### config.mk
export PLATFORM = sky130hd
export DESIGN_NAME = fetch_unit_flat
export DESIGN_NICKNAME = d
export VERILOG_FILES = /design/src/rtl/fetch_unit_if.sv /design/src/rtl/fetch_unit.sv /design/src/flat_wrapper.sv
export SDC_FILE = /design/constraint.sdc
export NUM_CORES = 1
export LEC_CHECK = 0
export CAP_MARGIN = 20
export CORE_ASPECT_RATIO = 0.9
export CORE_MARGIN = 4
export CORE_UTILIZATION = 46
export DETAILED_ROUTE_END_ITERATION = 6
export PLACE_DENSITY = 0.8
export SLEW_MARGIN = 20
export SYNTH_ARGS = -nofsm -noshare
export SYNTH_HDL_FRONTEND = slang
export SYNTH_SLANG_ARGS = --single-unit
### constraint.sdc
create_clock -name clk -period 2.4 [get_ports clk]
set_input_delay 0.36 -clock clk [delete_from_list [all_inputs] [get_ports clk]]
set_output_delay 0.36 -clock clk [all_outputs]
set_load 0.05 [all_outputs]
### src/rtl/fetch_unit_if.sv
// Fetch-stage bundle: stage-controller enables, EX/MEM branch result,
// instruction-memory bus, IF/ID register and status outputs.
interface fetch_unit_if;
    // stage controller and EX/MEM
    logic        pc_wren;
    logic        if_id_wren;
    logic        stage_reset_n;
    logic        branch_taken;
    logic [31:0] branch_target;
    // instruction memory
    logic [31:0] imem_addr;
    logic        imem_en;
    logic [31:0] imem_rdata;
    // IF/ID register and status
    logic [31:0] if_id_pc;
    logic [31:0] if_id_instr;
    logic        if_id_valid;
    logic        halted;
    logic        misalign_err;
    logic        seq_err;
    logic [31:0] instret;

    modport master (
        input  pc_wren, if_id_wren, stage_reset_n, branch_taken, branch_target,
        input  imem_rdata,
        output imem_addr, imem_en,
        output if_id_pc, if_id_instr, if_id_valid,
        output halted, misalign_err, seq_err, instret
    );

    modport slave (
        output pc_wren, if_id_wren, stage_reset_n, branch_taken, branch_target,
        output imem_rdata,
        input  imem_addr, imem_en,
        input  if_id_pc, if_id_instr, if_id_valid,
        input  halted, misalign_err, seq_err, instret
    );
endinterface

### src/rtl/fetch_unit.sv
// Instruction-fetch stage: PC, imem read strobe, IF/ID register, retire
// counter, halt detection and misaligned-branch trap.
module fetch_unit #(
    parameter logic [31:0] RESET_PC  = 32'h0000_0000,
    parameter logic [31:0] TRAP_VEC  = 32'h0000_0100,
    parameter logic [31:0] HALT_INSN = 32'h0000_0000
) (
    input  logic          clk,
    input  logic          reset_n,
    fetch_unit_if.master  bus
);

    typedef enum logic [2:0] {
        WAIT_START,
        ISSUE,
        CAPTURE,
        WAIT_PC,
        HALTED
    } state_t;

    state_t      state;
    logic [31:0] pc;
    logic        imem_en;
    logic [31:0] if_id_pc;
    logic [31:0] if_id_instr;
    logic        if_id_valid;
    logic        halted;
    logic        misalign_err;
    logic        seq_err;
    logic [31:0] instret;

    logic        target_misaligned;
    assign target_misaligned = |bus.branch_target[1:0];

    always_ff @(posedge clk or negedge reset_n) begin
        if (!reset_n) begin
            state        <= WAIT_START;
            pc           <= RESET_PC;
            imem_en      <= 1'b0;
            if_id_pc     <= 32'h0;
            if_id_instr  <= 32'h0;
            if_id_valid  <= 1'b0;
            halted       <= 1'b0;
            misalign_err <= 1'b0;
            seq_err      <= 1'b0;
            instret      <= 32'h0;
        end else begin
            // imem_en is a registered one-cycle pulse covering the ISSUE state
            imem_en <= 1'b0;

            if (bus.if_id_wren && state != CAPTURE)
                seq_err <= 1'b1;

            unique case (state)
                WAIT_START: begin
                    if (!bus.stage_reset_n) begin
                        state   <= ISSUE;
                        imem_en <= 1'b1;
                    end
                end
                ISSUE: begin
                    state <= CAPTURE;
                end
                CAPTURE: begin
                    if (bus.if_id_wren) begin
                        if_id_instr <= bus.imem_rdata;
                        if_id_pc    <= pc;
                        if_id_valid <= 1'b1;
                        if (bus.imem_rdata == HALT_INSN) begin
                            halted <= 1'b1;
                            state  <= HALTED;
                        end else begin
                            state  <= WAIT_PC;
                        end
                    end else begin
                        seq_err <= 1'b1;
                        state   <= WAIT_START;
                    end
                end
                WAIT_PC: begin
                    if (bus.pc_wren) begin
                        if (!bus.branch_taken) begin
                            pc <= pc + 32'd4;
                        end else if (target_misaligned) begin
                            pc           <= TRAP_VEC;
                            misalign_err <= 1'b1;
                        end else begin
                            pc <= bus.branch_target;
                        end
                        instret <= instret + 32'd1;
                        state   <= WAIT_START;
                    end
                end
                HALTED: begin
                    state <= HALTED;
                end
                default: begin
                    state <= WAIT_START;
                end
            endcase

            // Stage clear overrides a same-cycle capture; data fields hold.
            if (!bus.stage_reset_n)
                if_id_valid <= 1'b0;
        end
    end

    assign bus.imem_addr    = pc;
    assign bus.imem_en      = imem_en;
    assign bus.if_id_pc     = if_id_pc;
    assign bus.if_id_instr  = if_id_instr;
    assign bus.if_id_valid  = if_id_valid;
    assign bus.halted       = halted;
    assign bus.misalign_err = misalign_err;
    assign bus.seq_err      = seq_err;
    assign bus.instret      = instret;

endmodule

### src/flat_wrapper.sv
// flat-port wrapper written by rule: the top's interface ports become plain ports
module fetch_unit_flat 
#(
    parameter logic [31:0] RESET_PC  = 32'h0000_0000,
    parameter logic [31:0] TRAP_VEC  = 32'h0000_0100,
    parameter logic [31:0] HALT_INSN = 32'h0000_0000
)
  (clk, reset_n, bus_pc_wren, bus_if_id_wren, bus_stage_reset_n, bus_branch_taken, bus_branch_target, bus_imem_rdata, bus_imem_addr, bus_imem_en, bus_if_id_pc, bus_if_id_instr, bus_if_id_valid, bus_halted, bus_misalign_err, bus_seq_err, bus_instret);
  fetch_unit_if bus_i ();
  input  logic clk;
  input  logic reset_n;
  input wire logic [$bits(bus_i.pc_wren)-1:0] bus_pc_wren;
  input wire logic [$bits(bus_i.if_id_wren)-1:0] bus_if_id_wren;
  input wire logic [$bits(bus_i.stage_reset_n)-1:0] bus_stage_reset_n;
  input wire logic [$bits(bus_i.branch_taken)-1:0] bus_branch_taken;
  input wire logic [$bits(bus_i.branch_target)-1:0] bus_branch_target;
  input wire logic [$bits(bus_i.imem_rdata)-1:0] bus_imem_rdata;
  output wire logic [$bits(bus_i.imem_addr)-1:0] bus_imem_addr;
  output wire logic [$bits(bus_i.imem_en)-1:0] bus_imem_en;
  output wire logic [$bits(bus_i.if_id_pc)-1:0] bus_if_id_pc;
  output wire logic [$bits(bus_i.if_id_instr)-1:0] bus_if_id_instr;
  output wire logic [$bits(bus_i.if_id_valid)-1:0] bus_if_id_valid;
  output wire logic [$bits(bus_i.halted)-1:0] bus_halted;
  output wire logic [$bits(bus_i.misalign_err)-1:0] bus_misalign_err;
  output wire logic [$bits(bus_i.seq_err)-1:0] bus_seq_err;
  output wire logic [$bits(bus_i.instret)-1:0] bus_instret;
  assign bus_i.pc_wren = bus_pc_wren;
  assign bus_i.if_id_wren = bus_if_id_wren;
  assign bus_i.stage_reset_n = bus_stage_reset_n;
  assign bus_i.branch_taken = bus_branch_taken;
  assign bus_i.branch_target = bus_branch_target;
  assign bus_i.imem_rdata = bus_imem_rdata;
  assign bus_imem_addr = bus_i.imem_addr;
  assign bus_imem_en = bus_i.imem_en;
  assign bus_if_id_pc = bus_i.if_id_pc;
  assign bus_if_id_instr = bus_i.if_id_instr;
  assign bus_if_id_valid = bus_i.if_id_valid;
  assign bus_halted = bus_i.halted;
  assign bus_misalign_err = bus_i.misalign_err;
  assign bus_seq_err = bus_i.seq_err;
  assign bus_instret = bus_i.instret;
  fetch_unit #(.RESET_PC(RESET_PC), .TRAP_VEC(TRAP_VEC), .HALT_INSN(HALT_INSN)) u_core (.clk(clk), .reset_n(reset_n), .bus(bus_i));
endmodule
# After elaboration in Yosys (flattened, before gate mapping)
# Cells that the tools add are included.
dict set report word_totals {
  reg_bits 136
  latch_bits 0
  ramBits 0
  romBits 0
  in_bits 70
  out_inout_bits 133
  wordCells 46
  n_memories 0
}
dict set report classes {
  addsub 2
  mul 0
  div 0
  n_lt_le_gt_ge 0
  eq_ne 9
  shifts 0
  mux 15
  n_bitwise 0
  n_reduce_logical 10
}
# cell count
set ops {}
lappend ops {{32-bit two-way mux} 2}
lappend ops {{32-bit by 1-bit adder with 32-bit output, second input constant} 1}
lappend ops {{32-bit by 3-bit adder with 32-bit output, second input constant} 1}
lappend ops {{32-bit logical NOT} 1}
lappend ops {{3-bit case mux with 5 select lines} 1}
lappend ops {{3-bit two-way mux} 4}
lappend ops {{1-bit two-way mux} 8}
lappend ops {{2-bit AND reduction} 4}
lappend ops {{3-bit by 2-bit == test with 1-bit output, second input constant} 2}
lappend ops {{2-bit != test, second input constant} 3}
lappend ops {{4-bit AND reduction} 1}
lappend ops {{3-bit by 1-bit == test with 1-bit output, second input constant} 1}
lappend ops {{3-bit == test, second input constant} 1}
lappend ops {{3-bit logical NOT} 1}
lappend ops {{3-bit by 2-bit != test with 1-bit output, second input constant} 1}
lappend ops {{3-bit AND reduction} 1}
lappend ops {{2-bit by 1-bit != test with 1-bit output, second input constant} 1}
lappend ops {{2-bit OR reduction} 1}
lappend ops {{1-bit logical AND} 1}

# Depth between registers and ports, before layout
dict set report logic_depth {
  ltp_word 5
  mapped_depth 7
  depth_no_buf 6
}

# Worst setup path after synthesis
# OpenSTA, ideal clock, no wires.
dict set report synth_path {
  path_kind {reg2reg}
  from {register u_core.pc[2] (netlist: u_core.bus.imem_addr[2])}
  to {register u_core.pc[20] (netlist: u_core.bus.imem_addr[20])}
  setup_ns 0.162
  t_arrival_ns 2.104
  required_time_ns 2.238
  path_slack_ns 0.134
  path_stages_with_launch 7
  path_buffers 0
  synth_period_minus_slack_ns 2.266
  cell_sequence {dfrtp_1 ha_1 nand3_1 nor4_1 nand2_1 o211ai_1 o311ai_0}
}
dict set report synth_via {
  elab_chain_len 2
}
# element line
set synth_rtl {}
lappend synth_rtl {{from (decl)} fetch_unit.sv:22} ;# logic [31:0] pc;
lappend synth_rtl {{from (signal assigned)} fetch_unit.sv:83} ;# pc <= pc + 32'd4;
lappend synth_rtl {{from (signal assigned)} fetch_unit.sv:88} ;# pc <= bus.branch_target;
lappend synth_rtl {{32-bit by 3-bit adder with 32-bit output} fetch_unit.sv:83}
lappend synth_rtl {{32-bit two-way mux} fetch_unit.sv:82} ;# if (!bus.branch_taken) begin
# Every way passes these cells.
# A chain may end at the register's enable or synchronous reset.

# Worst setup path in the final report
dict set report layout_path {
  from {register u_core.pc[9] (netlist: u_core.bus.imem_addr[9])}
  to {output bus_imem_addr[9]}
}
# element line
set layout_lines {}
lappend layout_lines {{to (decl)} flat_wrapper.sv:18} ;# output wire logic [$bits(bus_i.imem_addr)-1:0] bus_imem_addr;
# No word-level cell between the ends.

==> impl_metrics.json <==
{
  "max_stage_delay_ns": 0.88,
  "tightest_slew_ns": 0.700,
  "fin_skew_ns": 0.00970,
  "synth_seq_cells": 136,
  "ir_drop_mv": 0.966,
  "numPortBuffers": 202,
  "clockBufferDepth": 2,
  "worstPathRequired_ns": 2.04,
  "drive_above_1_share": 0.163,
  "maxUsedRoutingLayer": "met4",
  "arrival_ns": 1.86,
  "pwr_density_cell_nw_per_um2": 1350,
  "dpl.cell_count": 900,
  "antenna_found_initial": 0,
  "clk_latency_ns": 0.42,
  "wl_mm": 17.8,
  "final-setup-viol-count": 0,
  "viasPerCell": 5.73,
  "cp_max_fo": 9,
  "period_minus_slack_ns": 2.22,
  "crit_path_cell_trace": "clkdlybuf4s50_1",
  "crit_slowest_cell": "clkdlybuf4s50_1",
  "slew_viol_final": 0,
  "relSlewSlack": 0.529,
  "tns_ns": 0,
  "hold_viol": 0,
  "synth_edf_count": 0,
  "fill_cells": 889,
  "syn_inst": 541,
  "grt-ovfl-total": 0,
  "placed_cell_area_um2": 8450,
  "die_area_um2": 15300,
  "numCtsBuffers": 17,
  "htree_num_levels": 4,
  "grt_pass1_wl_mm": 28.9,
  "met1_length_mm": 7.04,
  "final_net_count": 828,
  "hold_class": "flip-flop to flip-flop",
  "vias": 5343,
  "status": "completed",
  "drt-initial-drc-count": 404,
  "grt.total_usage": 0.238,
  "yosys_warnings": 0,
  "core_um2": 12900,
  "regToRegSetupSlack_ns": 0.33,
  "wl_met2_mm": 8.69,
  "netlist_area_um2": 6170,
  "grt_max_degree": 63,
  "die_w_um": 130,
  "dr_wl_met3_mm": 1.65,
  "worstSetupPathType": "flip-flop to output port",
  "fin_cells": 932,
  "clk_pin_slew_worst_paths_ns": 0.06,
  "ios": 203,
  "clock-sinks": 136,
  "cts_tree": "yes",
  "start_kind": "flip-flop",
  "syn-num-nets": 613,
  "design_area_um2": 9090,
  "fmax_ghz": 0.450,
  "critPathTopFamily": "buffers and inverters",
  "antenna_cells": 0,
  "post-route-period-util": 0.926,
  "postCtsHoldBufs": 1,
  "wire_per_inst_um": 19.0,
  "die_h_um": 118,
  "syn_avg_cell_area_um2": 11.4,
  "maxCapViolCount": 0,
  "ant_nets": 0,
  "num_rows": 39,
  "root_buffer": "clkbuf_16",
  "crit_path_end_kind": "output port",
  "cts_setup_buffers": 0,
  "cts_resized": 0,
  "grt_pass1_vias": 5661,
  "drtPass1Iterations": 5,
  "drc": 0,
  "ys_seq_area_frac": 0.552,
  "areaGrowthSynthToFinish_pct": 47.4,
  "dpl.hpwl_mm": 12.9,
  "synth_cell_type_count": 52,
  "crit_buf_inv": 1,
  "start_util": 0.477,
  "async_reset_ff_frac": 1.00,
  "p_leak_nw": 3.75,
  "synth_top_flop_cell": "dfrtp_1",
  "gp_congestion": 0.828,
  "rsz0062_at_grt": "false"
}
## power breakdown
part           total [mW]  internal (mW)  leakage [nW]  switching (mW)
sequential           3.85           3.04          1.73           0.809
clock                2.76           1.78         0.297           0.980
combinational        5.69           2.06          1.73            3.63
total                12.3           6.88          3.75            5.42
## final timing paths
path / startpoint / end / depth (start not counted)
worst max-delay path: u_core.bus.imem_addr[9]$_DFFE_PN0P_ / bus_imem_addr[9] / 1
worst min-delay path: u_core.bus.halted$_DFFE_PN0P_ / u_core.bus.halted$_DFFE_PN0P_ / 1
worst max register to register: u_core.bus.instret[6]$_DFFE_PN0P_ / u_core.bus.instret[26]$_DFFE_PN0P_ / 5
worst min register to register: u_core.bus.halted$_DFFE_PN0P_ / u_core.bus.halted$_DFFE_PN0P_ / 1
max in group asynchronous: reset_n / u_core.bus.imem_addr[29]$_DFFE_PN0P_ / 3
min in group asynchronous: reset_n / u_core.bus.instret[11]$_DFFE_PN0P_ / 2
## per-stage QoR
stage | hold WS (ns) | power [mW] | util | setup slack, ns
after global routing | 0.483 | 12.8 | 0.703 | 0.122
after detailed placement | 0.389 | 9.57 | 0.654 | 0.248
final | 0.473 | 12.3 | 0.703 | 0.178
after CTS | 0.472 | 12.4 | 0.703 | 0.162
after floorplan | 0.0644 | 7.41 | - | 0.134
after global placement | 0.389 | 9.44 | 0.654 | 0.341
## layout by cell type, fill, tap and decap left out, types with 9 or more instances in the layout
master / Yosys / layout
mux2_2: 64 / 64
nand3_1: 29 / 29
a21oi_1: 25 / 25
nor2_1: 31 / 31
xnor2_1: 25 / 25
and4_1: 9 / 9
buf_4: 0 / 16
clkbuf_16: 0 / 17
and3_1: 10 / 9
clkdlybuf4s50_1: 0 / 201
nor4_1: 15 / 15
nand4_1: 14 / 14
o21ai_0: 20 / 20
dfrtp_1: 136 / 136
nand2_1: 43 / 43
## registers in the layout (all words and copies together), names as in the netlist
signal / count
u_core.state: 3
u_core.bus.halted: 1
u_core.bus.misalign_err: 1
u_core.bus.if_id_instr: 32
u_core.bus.if_id_pc: 32
u_core.bus.imem_en: 1
u_core.bus.if_id_valid: 1
u_core.bus.instret: 32
u_core.bus.imem_addr: 32
u_core.bus.seq_err: 1
## metal layers
layer / global-route usage / vias to the layer above
met5: 0 / -
met4: 0.0792 / 0
met3: 0.0871 / 43
met2: 0.375 / 235
met1: 0.304 / 2637
li1: - / 2428
## Yosys cell counts (all sizes together), types with 9 or more instances
cell,instances,area (um^2)
and4,9,78.8
mux2,64,721
and3,10,62.6
buf,10,47.6
nor2,31,116
a21oi,25,125
nand2,43,161
nand3,32,183
clkbuf,15,56.3
o21ai,20,100
nor4,17,136
xnor2,25,219
dfrtp,136,3400
nand4,15,100
## cell type report
class | instances | area (um^2) | area share
inverters | 5 | 18.8 | 0.00206
multi-input cells | 375 | 2640 | 0.291
clock inverters | 12 | 174 | 0.0191
well taps | 164 | 205 | 0.0226
clock buffers | 19 | 453 | 0.0498
flip-flops and latches | 136 | 3400 | 0.374
repair buffers | 221 | 2190 | 0.241
## cell families (layout without fill, tap and decap cells)
logic type,after synthesis,after routing,share of synthesized area
adders and majority gates,2,2,0.00406
DFF,136,136,0.552
and+or+nand+nor,182,182,0.161
buffers and inverters,30,257,0.0199
xor gates and xnor gates,31,31,0.0440
AOI/OAI and AO/OA,96,96,0.102
muxes,64,64,0.117
No activity file was read; power rests on OpenSTA's default activity.
